==> config.mk <==
export PLATFORM = sky130hd
export DESIGN_NAME = vga_cpu_bridge
export DESIGN_NICKNAME = d
export VERILOG_FILES = /design/src/rtl/vga_pkg.sv /design/src/rtl/vga_wr_fifo.sv /design/src/rtl/vga_cpu_bridge.sv
export SDC_FILE = /design/constraint.sdc
export NUM_CORES = 1
export LEC_CHECK = 0
export BUFFER_PORTS_ARGS = -buffer_cell sky130_fd_sc_hd__clkbuf_2
export CAP_MARGIN = 15
export CORE_ASPECT_RATIO = 0.9
export CORE_MARGIN = 2
export CORE_UTILIZATION = 58
export CTS_CLUSTER_DIAMETER = 200
export DETAILED_ROUTE_END_ITERATION = 12
export PLACE_DENSITY = 0.82
export SYNTH_ARGS = -nofsm -noshare
export SYNTH_HDL_FRONTEND = slang
export SYNTH_SLANG_ARGS = --single-unit
==> constraint.sdc <==
create_clock -name CLK_25 -period 2.6 [get_ports CLK_25]
set_input_delay 0.52 -clock CLK_25 [delete_from_list [all_inputs] [get_ports CLK_25]]
set_output_delay 0.52 -clock CLK_25 [all_outputs]
set_load 0.01 [all_outputs]
==> src/rtl/vga_pkg.sv <==
// rtl/vga_pkg.sv - shared types and constants for the video RAM CPU bridge
package vga_pkg;

    localparam int         VGA_ADDR_W   = 14;
    localparam logic [7:0] VGA_OOW_DATA = 8'hFF;

    typedef struct packed {
        logic                  we;
        logic [VGA_ADDR_W-1:0] addr;
        logic [7:0]            data;
    } vga_req_t;

    localparam int VGA_REQ_W = $bits(vga_req_t);

    typedef enum logic [2:0] {
        RD_IDLE,
        RD_DRAIN,
        RD_ISSUE,
        RD_WAITRSP,
        RD_HOLD
    } vga_rd_state_t;

endpackage

==> src/rtl/vga_wr_fifo.sv <==
// rtl/vga_wr_fifo.sv - posted-write FIFO of video RAM requests
module vga_wr_fifo
    import vga_pkg::*;
#(
    parameter int FIFO_DEPTH = 4
) (
    input  logic                        CLK_25,
    input  logic                        nRST,
    input  logic                        push,
    input  logic                        pop,
    input  logic [VGA_REQ_W-1:0]        wdata,
    output logic [VGA_REQ_W-1:0]        rdata,
    output logic                        full,
    output logic                        empty,
    output logic [$clog2(FIFO_DEPTH):0] count
);

    localparam int PTR_W = $clog2(FIFO_DEPTH);

    logic [VGA_REQ_W-1:0] mem [FIFO_DEPTH];
    logic [PTR_W-1:0]     wr_ptr_q;
    logic [PTR_W-1:0]     rd_ptr_q;
    logic                 do_push;
    logic                 do_pop;

    // A push into a full FIFO is accepted only when the head leaves in the same cycle.
    assign do_pop  = pop && !empty;
    assign do_push = push && (!full || do_pop);

    always_ff @(posedge CLK_25) begin
        if (do_push) begin
            mem[wr_ptr_q] <= wdata;
        end
    end

    always_ff @(posedge CLK_25 or negedge nRST) begin
        if (!nRST) begin
            wr_ptr_q <= '0;
            rd_ptr_q <= '0;
            count    <= '0;
        end else begin
            if (do_push) begin
                wr_ptr_q <= wr_ptr_q + PTR_W'(1);
            end
            if (do_pop) begin
                rd_ptr_q <= rd_ptr_q + PTR_W'(1);
            end
            if (do_push && !do_pop) begin
                count <= count + (PTR_W+1)'(1);
            end else if (do_pop && !do_push) begin
                count <= count - (PTR_W+1)'(1);
            end
        end
    end

    assign full  = (count == (PTR_W+1)'(FIFO_DEPTH));
    assign empty = (count == '0);
    assign rdata = mem[rd_ptr_q];

endmodule

==> src/rtl/vga_cpu_bridge.sv <==
// rtl/vga_cpu_bridge.sv - Z80 bus to video RAM slot bridge with posted writes
// Read path and read FSM are built only when VGA_BRIDGE_RD_EN is defined.
module vga_cpu_bridge
    import vga_pkg::*;
#(
    parameter int FIFO_DEPTH = 4,
    parameter int ADDR_W     = VGA_ADDR_W
) (
    input  logic              CLK_25,
    input  logic              nRST,
    input  logic [14:0]       CPU_A,
    input  logic [7:0]        CPU_D_IN,
    output logic [7:0]        CPU_D_OUT,
    output logic              CPU_D_OE,
    input  logic              CPU_nCS,
    input  logic              CPU_nWR,
    input  logic              CPU_nRD,
    output logic              CPU_nWAIT,
    output logic              REQ_VALID,
    input  logic              REQ_READY,
    output logic              REQ_WE,
    output logic [ADDR_W-1:0] REQ_ADDR,
    output logic [7:0]        REQ_DATA,
    input  logic              RSP_VALID,
    input  logic [7:0]        RSP_DATA,
    output logic              OVF
);

    logic [2:0] sync1_q;
    logic [2:0] sync2_q;
    logic       wr_prev_q;
    logic       rd_prev_q;
    logic       cs_n_s;
    logic       wr_n_s;
    logic       rd_n_s;
    logic       wr_start;
    logic       in_window;

    // Strobes are {nCS, nWR, nRD}; idle high so reset never looks like an edge.
    always_ff @(posedge CLK_25 or negedge nRST) begin
        if (!nRST) begin
            sync1_q   <= 3'b111;
            sync2_q   <= 3'b111;
            wr_prev_q <= 1'b1;
            rd_prev_q <= 1'b1;
        end else begin
            sync1_q   <= {CPU_nCS, CPU_nWR, CPU_nRD};
            sync2_q   <= sync1_q;
            wr_prev_q <= sync2_q[1];
            rd_prev_q <= sync2_q[0];
        end
    end

    assign cs_n_s    = sync2_q[2];
    assign wr_n_s    = sync2_q[1];
    assign rd_n_s    = sync2_q[0];
    assign wr_start  = wr_prev_q && !wr_n_s && !cs_n_s;
    assign in_window = !CPU_A[14];

    vga_req_t                   cap_q, skid_q, out_q, fifo_head;
    logic                       cap_v, skid_v, out_v;
    logic [VGA_REQ_W-1:0]       fifo_rdata;
    logic                       fifo_push, fifo_pop, fifo_full, fifo_empty;
    logic [$clog2(FIFO_DEPTH):0] fifo_count;
    logic                       skid_load, wr_stall;
    logic                       rd_load;
    logic [ADDR_W-1:0]          rd_addr_q;

    assign fifo_head = vga_req_t'(fifo_rdata);
    assign fifo_pop  = !fifo_empty && (!out_v || REQ_READY);
    assign fifo_push = skid_v && (!fifo_full || fifo_pop);
    assign wr_stall  = skid_v && !fifo_push;
    assign skid_load = cap_v && (!skid_v || fifo_push);

    vga_wr_fifo #(
        .FIFO_DEPTH(FIFO_DEPTH)
    ) u_wr_fifo (
        .CLK_25(CLK_25),
        .nRST  (nRST),
        .push  (fifo_push),
        .pop   (fifo_pop),
        .wdata (skid_q),
        .rdata (fifo_rdata),
        .full  (fifo_full),
        .empty (fifo_empty),
        .count (fifo_count)
    );

    // Capture -> skid -> FIFO -> registered request slot shared with the read FSM.
    always_ff @(posedge CLK_25 or negedge nRST) begin
        if (!nRST) begin
            cap_v  <= 1'b0;
            skid_v <= 1'b0;
            out_v  <= 1'b0;
            cap_q  <= '0;
            skid_q <= '0;
            out_q  <= '0;
            OVF    <= 1'b0;
        end else begin
            if (wr_start && in_window) begin
                cap_v <= 1'b1;
                cap_q <= '{we: 1'b1, addr: VGA_ADDR_W'(CPU_A[ADDR_W-1:0]), data: CPU_D_IN};
            end else if (skid_load) begin
                cap_v <= 1'b0;
            end
            if (skid_load) begin
                skid_v <= 1'b1;
                skid_q <= cap_q;
            end else if (fifo_push) begin
                skid_v <= 1'b0;
            end
            if (fifo_pop) begin
                out_v <= 1'b1;
                out_q <= fifo_head;
            end else if (rd_load) begin
                out_v <= 1'b1;
                out_q <= '{we: 1'b0, addr: VGA_ADDR_W'(rd_addr_q), data: 8'h00};
            end else if (REQ_READY) begin
                out_v <= 1'b0;
            end
            if (wr_stall) begin
                OVF <= 1'b1;
            end
        end
    end

    assign REQ_VALID = out_v;
    assign REQ_ADDR  = out_q.addr[ADDR_W-1:0];
    assign REQ_DATA  = out_q.data;

    logic unused_cnt;
    assign unused_cnt = ^fifo_count;

`ifdef VGA_BRIDGE_RD_EN
    vga_rd_state_t state_q, state_n;
    logic [7:0]    dout_q, dout_n;
    logic          oe_q, oe_n, rd_wait_q, rd_wait_n;
    logic          rd_start, drained;

    // A write start wins over a simultaneous read start.
    assign rd_start = rd_prev_q && !rd_n_s && !cs_n_s && !wr_start;
    assign drained  = fifo_empty && !cap_v && !skid_v && !out_v;

    always_ff @(posedge CLK_25 or negedge nRST) begin
        if (!nRST) begin
            state_q   <= RD_IDLE;
            dout_q    <= '0;
            oe_q      <= 1'b0;
            rd_wait_q <= 1'b0;
            rd_addr_q <= '0;
        end else begin
            state_q   <= state_n;
            dout_q    <= dout_n;
            oe_q      <= oe_n;
            rd_wait_q <= rd_wait_n;
            if (rd_start && state_q == RD_IDLE) begin
                rd_addr_q <= CPU_A[ADDR_W-1:0];
            end
        end
    end

    always_comb begin
        state_n   = state_q;
        dout_n    = dout_q;
        oe_n      = oe_q;
        rd_wait_n = rd_wait_q;
        rd_load   = 1'b0;
        case (state_q)
            RD_IDLE: begin
                if (rd_start && in_window) begin
                    state_n   = RD_DRAIN;
                    rd_wait_n = 1'b1;
                end else if (rd_start) begin
                    state_n = RD_HOLD;
                    dout_n  = VGA_OOW_DATA;
                    oe_n    = 1'b1;
                end
            end
            RD_DRAIN: begin
                if (drained) begin
                    state_n = RD_ISSUE;
                    rd_load = 1'b1;
                end
            end
            RD_ISSUE: begin
                if (REQ_READY) begin
                    state_n = RD_WAITRSP;
                end
            end
            RD_WAITRSP: begin
                if (RSP_VALID) begin
                    state_n   = RD_HOLD;
                    dout_n    = RSP_DATA;
                    oe_n      = 1'b1;
                    rd_wait_n = 1'b0;
                end
            end
            RD_HOLD: begin
                if (rd_n_s || cs_n_s) begin
                    state_n = RD_IDLE;
                    oe_n    = 1'b0;
                end
            end
            default: state_n = RD_IDLE;
        endcase
    end

    assign CPU_D_OUT = dout_q;
    assign CPU_D_OE  = oe_q;
    assign REQ_WE    = out_q.we;
    assign CPU_nWAIT = !(rd_wait_q || wr_stall);
`else
    logic unused_rd;
    assign unused_rd = ^{rd_prev_q, rd_n_s, RSP_VALID, RSP_DATA, out_q.we};

    assign rd_load   = 1'b0;
    assign rd_addr_q = '0;
    assign CPU_D_OUT = 8'h00;
    assign CPU_D_OE  = 1'b0;
    assign REQ_WE    = 1'b1;
    assign CPU_nWAIT = !wr_stall;
`endif

endmodule

# --- Word level (Yosys, flattened, before mapping) ---
# Memories as Yosys holds them, arrays and structs flattened. A register that Yosys moved wholly into a read port is not among the register bits.
# Cells that the tools add are included.
word_totals:
  reg_bits: 64
  latch_bits: 0
  mem_bits_rw: 92
  mem_bits_ro: 0
  input_bits: 38
  output_inout_bits: 35
  elab_cells: 64
  n_memories: 1
op_classes:
  n_addsub: 4
  mul: 0
  n_div: 0
  n_lt_le_gt_ge: 0
  n_eq_ne: 1
  n_shift: 0
  n_mux: 10
  bitwise: 0
  n_reduce_logical: 32
mem_list:
  columns: ["memory", "words", "word_bits", "read_ports", "rd_ports_with_merged_regs", "wr", "line_no", "source"]
  rows:
  - ["u_wr_fifo.mem", 4, 23, 1, 1, 1, "vga_wr_fifo.sv:20", "logic [VGA_REQ_W-1:0] mem [FIFO_DEPTH];"]
op_table:
  columns: ["op", "n"]
  rows:
  - ["zero test 1 bit", 12]
  - ["logical AND 1 bit", 11]
  - ["2-to-1 mux 1 bit", 8]
  - ["nonzero test 2 bit", 4]
  - ["2-to-1 mux 3 bit", 2]
  - ["adder 2 x 1 -> 2 bit, second input constant", 2]
  - ["logical OR 1 bit", 4]
  - ["adder 3 x 1 -> 3 bit, second input constant", 1]
  - ["equality test 3 bit, second input constant", 1]
  - ["zero test 3 bit", 1]
  - ["subtractor 3 x 1 -> 3 bit, second input constant", 1]

# --- Depth between registers and ports, before layout ---
logic_depth:
  ltp_word: 10
  ltp_mapped: 10

# --- By module ---
# A second synthesis with hierarchy kept.
unflattened:
  hier_cells: 332
  hier_area_um2: 6846.6
by_module_without_submodules:
  columns: ["mod", "instances", "cells_per_inst", "area_each_um2", "seq_area_each_um2"]
  rows:
  - ["vga_wr_fifo", 1, 156, 3802.4, 2937.8]
  - ["vga_cpu_bridge", 1, 176, 3044.2, 1933.1]

# --- Worst setup path after synthesis ---
# No wires, ideal clock.
synth_path:
  path_type: "register to register"
  startpoint: "reg u_wr_fifo.count[0]"
  endpoint: "reg u_wr_fifo.count[2]"
  setup_time_ns: 0.079
  t_arrival_ns: 2.115
  setup_slack_ns: 0.406
  stages_incl_launch_ff: 11
  path_buffers: 1
  path_cell_list: "dfrtp_1 nor3_1 nor2_2 clkbuf_8 inv_1 ha_1 inv_1 fa_1 xor2_1 nor2_1 xor2_1"
synth_between:
  elab_chain_len: 9
synth_lines:
  columns: ["item", "line_no", "source"]
  rows:
  - ["start, declared", "vga_wr_fifo.sv:15", "output logic [$clog2(FIFO_DEPTH):0] count"]
  - ["start signal, assigned", "vga_wr_fifo.sv:49", "count <= count + (PTR_W+1)'(1);"]
  - ["start signal, assigned", "vga_wr_fifo.sv:51", "count <= count - (PTR_W+1)'(1);"]
  - ["zero test 3 bit", "vga_wr_fifo.sv:57", "assign empty = (count == '0);"]
  - ["zero test 1 bit", "vga_wr_fifo.sv:27, vga_cpu_bridge.sv:70", null]
  - ["logical AND 1 bit", "vga_cpu_bridge.sv:70", "assign fifo_pop = !fifo_empty && (!out_v || REQ_READY);"]
  - ["logical OR 1 bit / logical AND 1 bit (equally long branches)", "vga_cpu_bridge.sv:71, vga_wr_fifo.sv:27", null]
  - ["logical AND 1 bit / logical OR 1 bit (equally long branches)", "vga_cpu_bridge.sv:71, vga_wr_fifo.sv:28", null]
  - ["logical AND 1 bit", "vga_wr_fifo.sv:28", "assign do_push = push && (!full || do_pop);"]
  - ["zero test 1 bit", "vga_wr_fifo.sv:50", "end else if (do_pop && !do_push) begin"]
  - ["logical AND 1 bit", "vga_wr_fifo.sv:50", null]
  - ["nonzero test 2 bit (no source line)", null, null]
# Parallel ways exist; a longest one is shown, timed or not. The select of a mux whose other input is x is not followed.
# A chain may end at the register's enable or synchronous reset.

# --- Final worst setup path ---
layout_path:
  startpoint: "reg u_wr_fifo.count[0]"
  endpoint: "out CPU_nWAIT"
layout_between:
  elab_chain_len: 8
layout_lines:
  columns: ["item", "line_no", "source"]
  rows:
  - ["zero test 3 bit", "vga_wr_fifo.sv:57", null]
  - ["zero test 1 bit", "vga_cpu_bridge.sv:70", null]
  - ["logical AND 1 bit", "vga_cpu_bridge.sv:70", null]
  - ["logical OR 1 bit *", "vga_cpu_bridge.sv:71", "assign fifo_push = skid_v && (!fifo_full || fifo_pop);"]
  - ["logical AND 1 bit *", "vga_cpu_bridge.sv:71", null]
  - ["zero test 1 bit *", "vga_cpu_bridge.sv:72", "assign wr_stall = skid_v && !fifo_push;"]
  - ["logical AND 1 bit *", "vga_cpu_bridge.sv:72", null]
  - ["zero test 1 bit *", "vga_cpu_bridge.sv:221", "assign CPU_nWAIT = !wr_stall;"]
  - ["end, declared", "vga_cpu_bridge.sv:18", "output logic CPU_nWAIT,"]
# Mark *: on every way between the ends. The rest lies on a longest branch, timed or not.

==> metrics.yaml <==
worst_setup_path:
  worstSetupPathType: "reg -> out"
  r2r_slack_ps: 440
  required_ps: 2080
  cp_max_fo: 6
  rr_worst_depth: 9
  rr_endpoint: "u_wr_fifo.count[2]$_DFFE_PN0P_"
  r2r-start: "u_wr_fifo.count[0]$_DFFE_PN0P_"
  cp-start-kind: "flip-flop"
  end_kind: "output pin"
  cp.arrival_ps: 1720
timing:
  fmax_mhz: 446.3
  fin_skew_ps: 9.918
  drv_slew: 0
  fin_crit_ps: 2241
  tightest_slew_ps: 591.1
  period_share: 0.8618
  hold_violations: 0
  rsz0062_at_grt: "false"
  setup_viol: 0
  slew_headroom: 0.6023
  finalSetupTns_ps: 0
cts:
  root_buffer: "clkbuf_16"
  htree_levels: 4
  cts_resized: 0
  ctsHoldBuffers: 0
  clock_latency_ps: 430
  clk_pin_slew_ps: 60
  cts_tree: "built"
  cts_setup_buffers: 0
  cts_buffer_depth: 2
  cts_buffers: 17
  cts_num_sinks: 170
die:
  io_pins: 73
  core_region_area_um2: 10860
  start_util: 0.5988
  rows: 36
  die_y_um: 104.4
  die_w_um: 115.6
  die-area_um2: 12070
global_routing:
  track_usage: 0.2089
  grt_pass1_vias: 3263
  antenna_found_initial: 0
  grt_max_degree: 42
  grt_overflow: 0
  grt_pass1_wl_um: 17790
place:
  io_buffers: 52
  dpl_cell_area_um2: 6965
  routabilityCongestion: 0.7169
  dp_hpwl_um: 6589
final_layout:
  final_cell_area_um2: 7547
  area_delta_synth_final_pct: 16.11
  final_nets: 441
  final_cell_mix: "edfxtp_1 (88), dfrtp_1 (77), mux2_2 (64)"
  antenna_cells: 0
  layout.cells.most_common: "edfxtp_1"
  drive_above_1_share: 0.4585
  n_fill_cell: 682
synthesis:
  ys_types: 32
  syn_area_um2: 6500
  post_synth.cell_area_avg_um2: 20.25
  ys_warn_count: 0
  yosysSeqAreaShare: 0.7232
  ys_seq_elements: 170
  synthCells: 321
route:
  drt.antenna.violating_nets: 0
  drtPass1Iterations: 4
  wl_per_cell_um: 19.91
  vias: 3040
  wirelength_um: 11190
  route.detailed.drc: 0
  avgViaCountPerCell: 5.409
  drtIter0Drc: 160
run:
  max_cap_violations: 0
min_path:
  hold_path_class: "in -> async"
outcome:
  status: "complete, no violations"
power_and_ir_drop:
  power_density_nw_per_um2: 1068
  irDropWorstVdd_v: 0.0006094
  p_leak_nw: 3.023
[state kept, by name, indices dropped and copies added, names as in the netlist]
signal              flops
u_wr_fifo.mem          88
cap_q                  22
skid_q                 22
REQ_ADDR               14
REQ_DATA                8
u_wr_fifo.count         3
sync1_q                 2
sync2_q                 2
u_wr_fifo.rd_ptr_q      2
u_wr_fifo.wr_ptr_q      2
OVF                     1
REQ_VALID               1
cap_v                   1
skid_v                  1
wr_prev_q               1
[Yosys cell counts, drive strengths merged]
cell	n	area, um^2
ha	5	62.56
fa	1	20.02
mux2	68	773.2
buf	17	138.9
nor4	1	6.260
a31oi	1	6.260
clkbuf	4	35.04
nor3b	1	7.510
nor3	1	5.000
nor4b	1	15.01
dfrtp	77	1927
edfxtp	88	2643
dfstp	5	131.4
and2	4	25.02
or2	2	12.51
nand2	2	7.510
nand2b	1	13.76
a21o	1	7.510
inv	6	22.52
xor2	4	35.03
conb	2	7.510
nor2	3	13.77
xnor2	2	17.52
nor2b	1	6.260
o41ai	1	27.53
mux4	22	533.0
[how the worst max path moves through the flow]
stage                                          end  slack (ps)                            from  cells after the start
floorplan           u_wr_fifo.count[2]$_DFFE_PN0P_         410  u_wr_fifo.count[0]$_DFFE_PN0P_                     10
global placement    u_wr_fifo.count[1]$_DFFE_PN0P_         520                       REQ_READY                      7
detailed placement  u_wr_fifo.count[2]$_DFFE_PN0P_         450  u_wr_fifo.count[0]$_DFFE_PN0P_                      9
CTS                                      CPU_nWAIT         310  u_wr_fifo.count[0]$_DFFE_PN0P_                      3
global route                             CPU_nWAIT         120  u_wr_fifo.count[0]$_DFFE_PN0P_                      3
finish                                   CPU_nWAIT         360  u_wr_fifo.count[0]$_DFFE_PN0P_                      3
[metrics by stage]
step	util	power [mW]	hold WS [ps]	worst slack, ps	std cells
5_1_grt	0.6953	8.439	118.8	121.1	562
3_3_place_gp	0.6417	5.521	346.1	523.3	530
3_5_place_dp	0.6417	5.658	351.6	454.4	530
4_1_cts	0.6953	8.139	95.80	305.0	562
6_report	0.6953	8.062	87.25	359.2	562
2_1_floorplan	-	5.094	224.4	405.8	329
[worst max-delay path, cell delays in order, from the launching register on]
cell and delay, ps:
dfrtp_1 480, nor4_1 590, inv_1 80, clkbuf_2 140
[power breakdown]
group          internal (mW)  leakage [nW]  total [mW]  switching (mW)
logic                  0.939         0.970        1.70           0.758
clock network           1.47         0.278        2.46           0.997
registers               3.50          1.77        3.90           0.401
total                   5.91          3.02        8.06            2.16
[per-layer routing]
metal  track usage  part of all wire  up-vias
li1              -                 -     1353
met1        0.2583              0.40     1589
met2        0.3467              0.54       81
met3       0.06352             0.041       17
met4       0.07831             0.018        0
met5             0                 0        -
[area by class of cell]
cell class              count  area, um^2  share of cell area
multi-input cells         132        1642              0.2175
flip-flops and latches    170        4701              0.6228
clock buffers              21       461.7             0.06117
well taps                 152       190.2             0.02520
repair buffers             70       410.4             0.05438
clock inverters            11       120.1             0.01592
inverters                   6       22.52            0.002984
[logic make-up (layout without fill, tap and decap cells)]
family	after synthesis	count (layout)	share of synthesized area
AND/OR/NAND/NOR	17	17	0.01732
adder cells (fa/ha/maj)	6	6	0.01270
other	2	10	0.001155
flip-flops	170	170	0.7232
buffers and inverters	27	108	0.03022
multiplexers	90	90	0.2010
XOR/XNOR	6	6	0.008085
AO/OA/AOI/OAI	3	3	0.006354
(Power assumes the default switching activity.)
